===== config.mk =====
export PLATFORM = sky130hd
export DESIGN_NAME = alu_word_sequencer_flat
export DESIGN_NICKNAME = d
export VERILOG_FILES = /design/src/rtl/alu_word_sequencer_if.sv /design/src/rtl/alu_word_sequencer.sv /design/src/flat_wrapper.sv
export SDC_FILE = /design/constraint.sdc
export NUM_CORES = 1
export LEC_CHECK = 0
export CORE_ASPECT_RATIO = 0.6
export CORE_MARGIN = 2
export CORE_UTILIZATION = 30
export DETAILED_ROUTE_END_ITERATION = 12
export SLEW_MARGIN = 0
export SYNTH_ARGS = -nofsm -noshare
export SYNTH_HDL_FRONTEND = slang
export SYNTH_SLANG_ARGS = --single-unit
export TNS_END_PERCENT = 20

===== constraint.sdc =====
create_clock -name clk -period 5.45 [get_ports clk]
set_input_delay 1.635 -clock clk [delete_from_list [all_inputs] [get_ports clk]]
set_output_delay 1.635 -clock clk [all_outputs]
set_load 0.02 [all_outputs]

===== src/rtl/alu_word_sequencer_if.sv =====
// Bus between decode/regfile, the word sequencer and the 8-bit ALU.
// The slave modport is the sequencer; the master side is the surrounding datapath and ALU.
interface alu_word_sequencer_if #(
  parameter int DATA_WIDTH  = 8,
  parameter int OPSEL_COUNT = 4
);
  logic                      start;
  logic [1:0]                op;
  logic [2*DATA_WIDTH-1:0]   a;
  logic [2*DATA_WIDTH-1:0]   b;
  logic                      busy;
  logic                      done;
  logic [2*DATA_WIDTH-1:0]   result;
  logic [7:0]                sreg;
  logic                      sreg_we;
  logic [7:0]                sreg_wdata;
  logic [OPSEL_COUNT-1:0]    alu_opsel;
  logic [DATA_WIDTH-1:0]     alu_rd;
  logic [DATA_WIDTH-1:0]     alu_rr;
  logic [7:0]                alu_flags_in;
  logic [DATA_WIDTH-1:0]     alu_out;
  logic [7:0]                alu_flags_out;

  modport slave (
    input  start, op, a, b, sreg_we, sreg_wdata, alu_out, alu_flags_out,
    output busy, done, result, sreg, alu_opsel, alu_rd, alu_rr, alu_flags_in
  );

  modport master (
    output start, op, a, b, sreg_we, sreg_wdata, alu_out, alu_flags_out,
    input  busy, done, result, sreg, alu_opsel, alu_rd, alu_rr, alu_flags_in
  );
endinterface


===== src/rtl/alu_word_sequencer.sv =====
// Runs 16-bit ADD/ADC/AND/OR as two byte ops on the 8-bit ALU (low then high),
// chaining carry through the flags and owning the architectural status register.
module alu_word_sequencer #(
  parameter int DATA_WIDTH = 8
) (
  input  logic                 clk,
  input  logic                 reset,
  alu_word_sequencer_if.slave  bus
);
  localparam int W = 2 * DATA_WIDTH;

  localparam logic [3:0] OPSEL_NOP = 4'b0000;
  localparam logic [3:0] OPSEL_ADD = 4'b0001;
  localparam logic [3:0] OPSEL_ADC = 4'b0010;
  localparam logic [3:0] OPSEL_AND = 4'b0100;
  localparam logic [3:0] OPSEL_OR  = 4'b1000;
  localparam int         FLAGS_Z   = 1;

  typedef enum logic [1:0] {S_IDLE, S_LOW, S_HIGH, S_DONE} state_t;

  state_t                state_q;
  logic [W-1:0]          a_q;
  logic [W-1:0]          b_q;
  logic [1:0]            op_q;
  logic [7:0]            tmp_flags_q;
  logic                  z_low_q;
  logic [DATA_WIDTH-1:0] res_lo_q;
  logic [W-1:0]          result_q;
  logic [7:0]            sreg_q;
  logic [7:0]            sreg_d;
  logic                  busy_q;
  logic                  done_q;

  assign bus.busy   = busy_q;
  assign bus.done   = done_q;
  assign bus.result = result_q;
  assign bus.sreg   = sreg_q;

  always_comb begin
    bus.alu_opsel    = OPSEL_NOP;
    bus.alu_rd       = '0;
    bus.alu_rr       = '0;
    bus.alu_flags_in = sreg_q;
    case (state_q)
      S_LOW: begin
        bus.alu_rd = a_q[DATA_WIDTH-1:0];
        bus.alu_rr = b_q[DATA_WIDTH-1:0];
        case (op_q)
          2'b00:   bus.alu_opsel = OPSEL_ADD;
          2'b01:   bus.alu_opsel = OPSEL_ADC;
          2'b10:   bus.alu_opsel = OPSEL_AND;
          default: bus.alu_opsel = OPSEL_OR;
        endcase
      end
      S_HIGH: begin
        bus.alu_rd       = a_q[W-1:DATA_WIDTH];
        bus.alu_rr       = b_q[W-1:DATA_WIDTH];
        bus.alu_flags_in = tmp_flags_q;
        // Both arithmetic ops chain the low-byte carry, so the high byte is always ADC.
        if (op_q[1]) bus.alu_opsel = op_q[0] ? OPSEL_OR : OPSEL_AND;
        else         bus.alu_opsel = OPSEL_ADC;
      end
      default: ;
    endcase
  end

  // Sequencer write at the end of HIGH beats an external write on the same edge.
  always_comb begin
    sreg_d = sreg_q;
    if (state_q == S_HIGH) begin
      sreg_d          = bus.alu_flags_out;
      sreg_d[FLAGS_Z] = bus.alu_flags_out[FLAGS_Z] & z_low_q;
    end else if (bus.sreg_we) begin
      sreg_d = bus.sreg_wdata;
    end
  end

  always_ff @(posedge clk or posedge reset) begin
    if (reset) begin
      state_q     <= S_IDLE;
      a_q         <= '0;
      b_q         <= '0;
      op_q        <= '0;
      tmp_flags_q <= '0;
      z_low_q     <= 1'b0;
      res_lo_q    <= '0;
      result_q    <= '0;
      sreg_q      <= '0;
      busy_q      <= 1'b0;
      done_q      <= 1'b0;
    end else begin
      sreg_q <= sreg_d;
      done_q <= 1'b0;
      case (state_q)
        S_IDLE: begin
          if (bus.start) begin
            a_q     <= bus.a;
            b_q     <= bus.b;
            op_q    <= bus.op;
            busy_q  <= 1'b1;
            state_q <= S_LOW;
          end
        end
        S_LOW: begin
          res_lo_q    <= bus.alu_out;
          tmp_flags_q <= bus.alu_flags_out;
          z_low_q     <= bus.alu_flags_out[FLAGS_Z];
          state_q     <= S_HIGH;
        end
        S_HIGH: begin
          result_q <= {bus.alu_out, res_lo_q};
          busy_q   <= 1'b0;
          done_q   <= 1'b1;
          state_q  <= S_DONE;
        end
        default: state_q <= S_IDLE;
      endcase
    end
  end
endmodule

===== src/flat_wrapper.sv =====
// flat-port wrapper written by rule: the top's interface ports become plain ports
module alu_word_sequencer_flat 
#(
  parameter int DATA_WIDTH = 8
)
  (clk, reset, bus_start, bus_op, bus_a, bus_b, bus_sreg_we, bus_sreg_wdata, bus_alu_out, bus_alu_flags_out, bus_busy, bus_done, bus_result, bus_sreg, bus_alu_opsel, bus_alu_rd, bus_alu_rr, bus_alu_flags_in);
  alu_word_sequencer_if #(.DATA_WIDTH(DATA_WIDTH)) bus_i ();
  input  logic clk;
  input  logic reset;
  input wire logic [$bits(bus_i.start)-1:0] bus_start;
  input wire logic [$bits(bus_i.op)-1:0] bus_op;
  input wire logic [$bits(bus_i.a)-1:0] bus_a;
  input wire logic [$bits(bus_i.b)-1:0] bus_b;
  input wire logic [$bits(bus_i.sreg_we)-1:0] bus_sreg_we;
  input wire logic [$bits(bus_i.sreg_wdata)-1:0] bus_sreg_wdata;
  input wire logic [$bits(bus_i.alu_out)-1:0] bus_alu_out;
  input wire logic [$bits(bus_i.alu_flags_out)-1:0] bus_alu_flags_out;
  output wire logic [$bits(bus_i.busy)-1:0] bus_busy;
  output wire logic [$bits(bus_i.done)-1:0] bus_done;
  output wire logic [$bits(bus_i.result)-1:0] bus_result;
  output wire logic [$bits(bus_i.sreg)-1:0] bus_sreg;
  output wire logic [$bits(bus_i.alu_opsel)-1:0] bus_alu_opsel;
  output wire logic [$bits(bus_i.alu_rd)-1:0] bus_alu_rd;
  output wire logic [$bits(bus_i.alu_rr)-1:0] bus_alu_rr;
  output wire logic [$bits(bus_i.alu_flags_in)-1:0] bus_alu_flags_in;
  assign bus_i.start = bus_start;
  assign bus_i.op = bus_op;
  assign bus_i.a = bus_a;
  assign bus_i.b = bus_b;
  assign bus_i.sreg_we = bus_sreg_we;
  assign bus_i.sreg_wdata = bus_sreg_wdata;
  assign bus_i.alu_out = bus_alu_out;
  assign bus_i.alu_flags_out = bus_alu_flags_out;
  assign bus_busy = bus_i.busy;
  assign bus_done = bus_i.done;
  assign bus_result = bus_i.result;
  assign bus_sreg = bus_i.sreg;
  assign bus_alu_opsel = bus_i.alu_opsel;
  assign bus_alu_rd = bus_i.alu_rd;
  assign bus_alu_rr = bus_i.alu_rr;
  assign bus_alu_flags_in = bus_i.alu_flags_in;
  alu_word_sequencer #(.DATA_WIDTH(DATA_WIDTH)) u_core (.clk(clk), .reset(reset), .bus(bus_i));
endmodule

==> results of run 1 <==
-- how the worst max path moves through the flow --
stage                       from            end  slack, ns  cells past startpoint
2_1_floorplan              reset  u_core.a_q[0]       1.82                      1
6_report       u_core.state_q[1]  bus_alu_rr[7]       1.17                      5
3_3_place_gp   u_core.state_q[0]  bus_alu_rd[5]       1.53                      5
3_5_place_dp   u_core.state_q[0]  bus_alu_rr[1]       1.48                      5
5_1_grt        u_core.state_q[1]  bus_alu_rd[6]       0.97                      5
4_1_cts        u_core.state_q[1]  bus_alu_rr[7]       1.11                      5
-- worst max-delay path: cells and delay by family, from the launching register on --
kind	cells	cell delay (ns)
AO/OA/AOI/OAI	1	0.25
adder cells (fa/ha/maj)	1	0.34
AND/OR/NAND/NOR	1	0.62
flip-flops	1	0.40
buffers and inverters	2	0.70
-- metrics by stage --
step                      area (um2)  power [W]  setup WS (ns)
after floorplan                 3510    0.00211           1.82
after global placement          4770    0.00269           1.53
after detailed placement        4770    0.00272           1.48
after CTS                       5080    0.00337           1.11
after global routing            5080    0.00353          0.970
final                           5080    0.00332           1.17
-- cells in the final DEF (no fill, tap or decap), types with 4 or more instances in the layout --
master / count
inv_1: 5
a22o_1: 16
o21ai_0: 8
mux2i_1: 8
buf_4: 4
clkbuf_16: 9
clkdlybuf4s50_1: 115
mux2_2: 46
dfrtp_1: 78
ha_1: 5
mux2_4: 28
nand2_1: 7
-- per-layer routing --
| metal | vias to the layer above | GRT usage |
|---|---|---|
| met1 | 1085 | 0.188 |
| met3 | 6 | 0.0421 |
| met4 | 0 | 0.0455 |
| met5 | - | 0 |
| met2 | 66 | 0.182 |
| li1 | 1074 | - |
-- power breakdown --
| group | leakage, nW | total, W | switching (W) | internal [W] |
|---|---|---|---|---|
| clock network | 0.156 | 0.000624 | 0.000256 | 0.000368 |
| registers | 0.922 | 0.00105 | 0.000171 | 0.000882 |
| logic | 1.13 | 0.00164 | 0.000723 | 0.000916 |
-- sequential cells by signal, summed over array words and instances, names as in the netlist --
| signal | count |
|---|---|
| u_core.a_q | 16 |
| u_core.b_q | 16 |
| u_core.bus.result | 16 |
| u_core.bus.sreg | 8 |
| u_core.res_lo_q | 8 |
| u_core.tmp_flags_q | 8 |
| u_core.op_q | 2 |
| u_core.state_q | 2 |
| u_core.bus.busy | 1 |
| u_core.bus.done | 1 |
-- kinds of logic (layout without fill, tap and decap cells) --
kind of cell / Yosys count / in the layout / synth area share
and+or+nand+nor: 16 / 16 / 0.0264
adders and majority gates: 5 / 5 / 0.0178
AOI/OAI and AO/OA: 32 / 32 / 0.0681
buffers and inverters: 21 / 141 / 0.0417
DFF: 78 / 78 / 0.556
muxes: 82 / 82 / 0.290
-- cell type report --
| cell class | count | area, um2 | share of cell area |
|---|---|---|---|
| Tap cell | 160 | 200 | 0.0394 |
| Clock buffer | 9 | 225 | 0.0443 |
| Clock inverter | 7 | 90.1 | 0.0177 |
| Timing Repair Buffer | 119 | 1180 | 0.232 |
| Inverter | 6 | 23.8 | 0.00468 |
| Sequential cell | 78 | 1950 | 0.384 |
| Multi-Input combinational cell | 135 | 1410 | 0.278 |
-- synth_stat cells, types with 2 or more instances --
| cell | number |
|---|---|
| buf_6 | 8 |
| o21ai_0 | 8 |
| mux2_2 | 46 |
| dfrtp_1 | 78 |
| inv_1 | 6 |
| a21oi_1 | 2 |
| ha_1 | 5 |
| nor2_1 | 2 |
| a22o_1 | 16 |
| nand2_1 | 7 |
| buf_2 | 6 |
| mux2_4 | 28 |
| mux2i_1 | 8 |
==> out/qor.csv, run 1 <==
stage;metric;value;unit
outcome;status;complete, no violations;
power_and_ir_drop;worst vdd ir;302;uV
timing;total negative slack;0;ns
place;Final GP Congestion;0.731;
routing;drt total wl;7790;um
global_route;Congestion Overflow GR;0;
cts;Worst-Skew Late Latency;0.33;ns
routing;Detail Route Antenna Nets;0;
timing;hold_ws;0.495;ns
timing;fmax;234;MHz
cts;TritonCTS clock tree;yes;
routing;via count of the routed design;2231;
timing;clock skew;0.00730;ns
finish;fin util;0.449;
routing;per-cell routed wire length;15.2;um
synth;top post-synthesis cells by area;dfrtp_1 (56%), mux2_2 (15%), mux2_4 (12%), a22o_1 (4.0%), buf_6 (2.6%);
critical_path;CP Data Arrival Time;2.64;ns
synth;flops & latches, synth;78;
critical_path;Req. time, crit path;3.82;ns
finish;Layout Nets;416;
routing;total iterations of the first detailed-routing run;4;
global_route;GRT Overall Usage;0.130;
cts;clk buf depth;2;
place;placed cells;498;
synth;Synth Net Count;301;
cts;TritonCTS Buffers;9;
global_route;first-pass GRT wire length;12400;um
routing;drc violations;0;
synth;Post-synth EDFFs;0;
synth;ys flop type;dfrtp_1;
die;core area;0.0113;mm2
timing;max-slew violations;0;
synth;Yosys cell types;27;
synth;Synth top area share;0.556;
routing;WL met2;3170;um
finish;Ant. Diodes;0;
finish;Layout fillers;1030;
timing;Final Hold Vio Count;0;
timing;worst slew pin tran;0.792;ns
min_path;HP Start;u_core.res_lo_q[6];
min_path;hold depth;1;
routing;met3 routed WL;478;um
synth;asr flop ratio synth;1.00;
critical_path;r2r startpoint;u_core.state_q[1];
timing;final setup vio count;0;
timing;headroom to the max-slew limit;0.472;
critical_path;Reg2Reg Depth;4;
critical_path;reg2reg setup slack;3.67;ns
die;die height;87.8;um
cts;cts repair resizes;0;
critical_path;critical path endpoint category;primary output;
routing;via/cell ratio;4.34;
place;Detailed Place HPWL;5500;um
synth;Post-Syn Area per Cell;15.0;um2
critical_path;type of origin of the critical path;register;
die;IO Count;116;
power_and_ir_drop;Pwr per Cell Area;652;mW/mm2
cts;CTS H-tree depth;3;
synth;largest area contributor in the netlist;dfrtp_1;
critical_path;crit path kind;register to primary output;
critical_path;Critical Path, Cell by Cell;inv_1 > ha_1 > and2_1 > a22o_1 > clkdlybuf4s50_1;
global_route;pin count of the biggest net entering global routing;46;
synth;sequential fraction of the synthesis area;0.556;
cts;clk root buf;clkbuf_16;
routing;Iter 0 DRT Violations;38;
finish;layout cells sized above 1;0.280;
critical_path;worst-path maximum fanout;16;
flow_run;max-cap viol count;0;
timing;Tmin final;4.28;ns
critical_path;R2R Path End;u_core.b_q[10];
min_path;WHS Endpoint;u_core.bus.result[6];
cts;Post-CTS Setup Bufs;0;
die;Die Wd;144;um
synth;Syn Std Cell Area;0.00351;mm2
die;die area;0.0126;mm2
routing;uppermost layer routed;met4;
timing;final critical-path share of the clock period;0.785;
global_route;number of global-route vias before repair;2234;
min_path;class of the worst hold path;register to register;
global_route;antenna violations before repair;0;
die;Initial Util;0.310;
synth;Synthesis Warnings;0;
die;num rows;30;
synth;synthesized instance count;234;
power_and_ir_drop;Leakage Power;2.21;nW
finish;fin cells;514;
cts;Hold Buf Count CTS;0;
place;port bufs;115;
cts;Worst-path clk slew;0.07;ns
finish;Area growth syn-to-layout;44.8;%
critical_path;slowest stage cell, crit path;and2_1;
cts;CTS Sinks;78;
timing;unrepaired setup endpoints after global routing;no;
critical_path;Worst path max stage delay;0.62;ns
routing;WL met1;4050;um
No activity file was read; power rests on OpenSTA's default activity.
==> run 2, diff against run 1 <==
clock period = 4.32 ns   (was 5.45 ns; I/O delays follow)
==> out/qor.csv, run 2 (synthesis gave the netlist of run 1 again) <==
stage;metric;value;unit;change
outcome;status;complete, no violations;;
place;Post-DP Area;0.00478;mm2;+0.16%
timing;unrepaired setup endpoints after global routing;no;;
global_route;first-pass GRT wire length;12500;um;+0.95%
critical_path;slowest stage cell, crit path;and2_1;;
cts;cts repair resizes;0;;unchanged
min_path;HP Start;u_core.res_lo_q[5];;
global_route;antenna violations before repair;0;;unchanged
finish;fin cells;515;;+0.19%
min_path;WHS Endpoint;u_core.res_lo_q[5];;
power_and_ir_drop;clock power share;0.183;;-0.005
cts;TritonCTS clock tree;yes;;
finish;design area;0.00508;mm2;about the same
routing;via/cell ratio;4.36;;+0.39%
min_path;hold depth;1;;unchanged
routing;per-cell routed wire length;15.3;um;+1.1%
critical_path;Critical Path, Cell by Cell;inv_1 > ha_1 > and2_1 > a22o_1 > clkdlybuf4s50_1;;
cts;clk root buf;clkbuf_16;;
critical_path;Worst path max stage delay;0.63;ns;about the same
power_and_ir_drop;Psw;0.00144;W;+25%
finish;Ant. Diodes;0;;unchanged
critical_path;buffer and inverter count on the worst path;2;;unchanged
critical_path;Reg2Reg Depth;4;;unchanged
routing;Detail Route Antenna Nets;0;;unchanged
timing;final setup vio count;0;;unchanged
timing;worst slew pin tran;0.743;ns;-0.0489 ns
critical_path;type of origin of the critical path;register;;
critical_path;reg2reg setup slack;2.53;ns;-1.14 ns
die;num rows;30;;unchanged
timing;headroom to the max-slew limit;0.505;;+0.0326
global_route;pin count of the biggest net entering global routing;37;;-20%
timing;clock skew;0.00555;ns;-0.00176 ns
die;core area;0.0113;mm2;unchanged
cts;CTS Sinks;78;;unchanged
cts;Post-CTS Setup Bufs;0;;unchanged
finish;Layout Nets;417;;+0.24%
finish;commonest non-fill, non-tap cells in the layout;clkdlybuf4s50_1 (115), dfrtp_1 (78), mux2_2 (46);;
global_route;Congestion Overflow GR;0;;unchanged
place;port bufs;115;;unchanged
routing;drc violations;0;;unchanged
cts;Worst-Skew Late Latency;0.33;ns;about the same
power_and_ir_drop;Comb power frac;0.497;;+0.003
critical_path;critical path endpoint category;primary output;;
timing;max-slew violations;0;;unchanged
cts;CTS H-tree depth;3;;unchanged
routing;total iterations of the first detailed-routing run;4;;unchanged
global_route;GRT Overall Usage;0.131;;+0.00100
cts;TritonCTS Buffers;9;;unchanged
critical_path;r2r startpoint;u_core.state_q[0];;
power_and_ir_drop;Leakage Power;2.20;nW;-0.37%
timing;Final Hold Vio Count;0;;unchanged
die;die height;87.8;um;unchanged
power_and_ir_drop;Pwr per Cell Area;818;mW/mm2;+25%
timing;total negative slack;0;ns;unchanged
cts;Hold Buf Count CTS;0;;unchanged
critical_path;worst-path maximum fanout;16;;unchanged
critical_path;R2R Path End;u_core.op_q[1];;
finish;layout cells sized above 1;0.282;;+0.00203
cts;clk buf depth;2;;unchanged
min_path;class of the worst hold path;register to register;;
die;IO Count;116;;unchanged
finish;Area growth syn-to-layout;44.8;%;about the same
power_and_ir_drop;internal power;0.00272;W;+26%
cts;Worst-path clk slew;0.06;ns;about the same
routing;via count of the routed design;2244;;+0.58%
critical_path;CP Data Arrival Time;2.64;ns;about the same
place;Final GP Congestion;0.714;;-2.2%
power_and_ir_drop;worst vdd ir;327;uV;+8.4%
die;Die Wd;144;um;unchanged
flow_run;max-cap viol count;0;;unchanged
routing;Iter 0 DRT Violations;98;;+160%
timing;hold_ws;0.503;ns;+0.00788 ns
critical_path;crit path kind;register to primary output;;
routing;drt total wl;7890;um;+1.3%
global_route;number of global-route vias before repair;2326;;+4.1%
power_and_ir_drop;sequential power share;0.321;;+0.004
die;Initial Util;0.310;;unchanged
place;placed cells;499;;+0.20%
die;die area;0.0126;mm2;unchanged
timing;fmax;254;MHz;
power_and_ir_drop;switching fraction of total power;0.345;;-0.00138
finish;most common cell after layout, fill and taps aside;clkdlybuf4s50_1;;
critical_path;Req. time, crit path;3.02;ns;-0.80 ns
place;Detailed Place HPWL;5680;um;+3.2%
timing;final critical-path share of the clock period;0.911;;
critical_path;CP delay by family, top;buffers and inverters;;
timing;Tmin final;3.93;ns;
run 2: cell types whose count changed in the layout (fill, tap and decap cells not counted):
cell        delta
inv_8          -3
clkinvlp_4     +2
inv_6          +2
buf_4          +1
clkinv_4       -1
run 2: power by group through the flow:
stage               Clock [W]  Sequential [W]  Combinational [W]
floorplan                   0         0.00144            0.00123
global placement            0         0.00134            0.00206
detailed placement          0         0.00134            0.00209
CTS                  0.000792         0.00134            0.00210
global route         0.000832         0.00139            0.00220
finish               0.000759         0.00133            0.00207
run 2: area by class of cell:
type / instances / area [um2]
Clock inverter: 7 / 80.1
Inverter: 6 / 23.8
Clock buffer: 9 / 225
Tap cell: 160 / 200
Multi-Input combinational cell: 135 / 1410
Fill cell: 1051 / 6250
Sequential cell: 78 / 1950
Timing Repair Buffer: 120 / 1190
run 2: metrics by stage:
step                utilization  total power, W  worst slack, ns
floorplan                     -         0.00266             1.03
global placement          0.421         0.00340            0.801
detailed placement        0.421         0.00343            0.711
CTS                       0.448         0.00423            0.332
global route              0.448         0.00442            0.217
finish                    0.448         0.00416            0.386
run 2: how the worst max path moves through the flow:
stage | startpoint | to | slack [ns] | cells past startpoint
after detailed placement | u_core.state_q[1] | bus_alu_rd[6] | 0.71 | 5
after floorplan | reset | u_core.a_q[0] | 1.03 | 1
after global routing | u_core.state_q[0] | bus_alu_rd[6] | 0.22 | 5
after global placement | u_core.state_q[1] | bus_alu_rr[7] | 0.80 | 5
after CTS | u_core.state_q[1] | bus_alu_rd[1] | 0.33 | 5
final | u_core.state_q[1] | bus_alu_rd[5] | 0.39 | 5
run 2: worst register-to-register path, delay by kind of cell (launching register included):
family                     cells  cell delay [ns]
DFF                            1             0.38
muxes                          1             0.43
buffers and inverters          1             0.10
adders and majority gates      1             0.28
and+or+nand+nor                1             0.50
run 2: routing by layer:
| metal | up-vias | share of wire | track usage |
|---|---|---|---|
| met2 | 69 | 0.41 | 0.186 |
| met5 | - | 0 | 0 |
| li1 | 1074 | - | - |
| met1 | 1096 | 0.51 | 0.188 |
| met3 | 5 | 0.063 | 0.0432 |
| met4 | 0 | 0.0095 | 0.0428 |
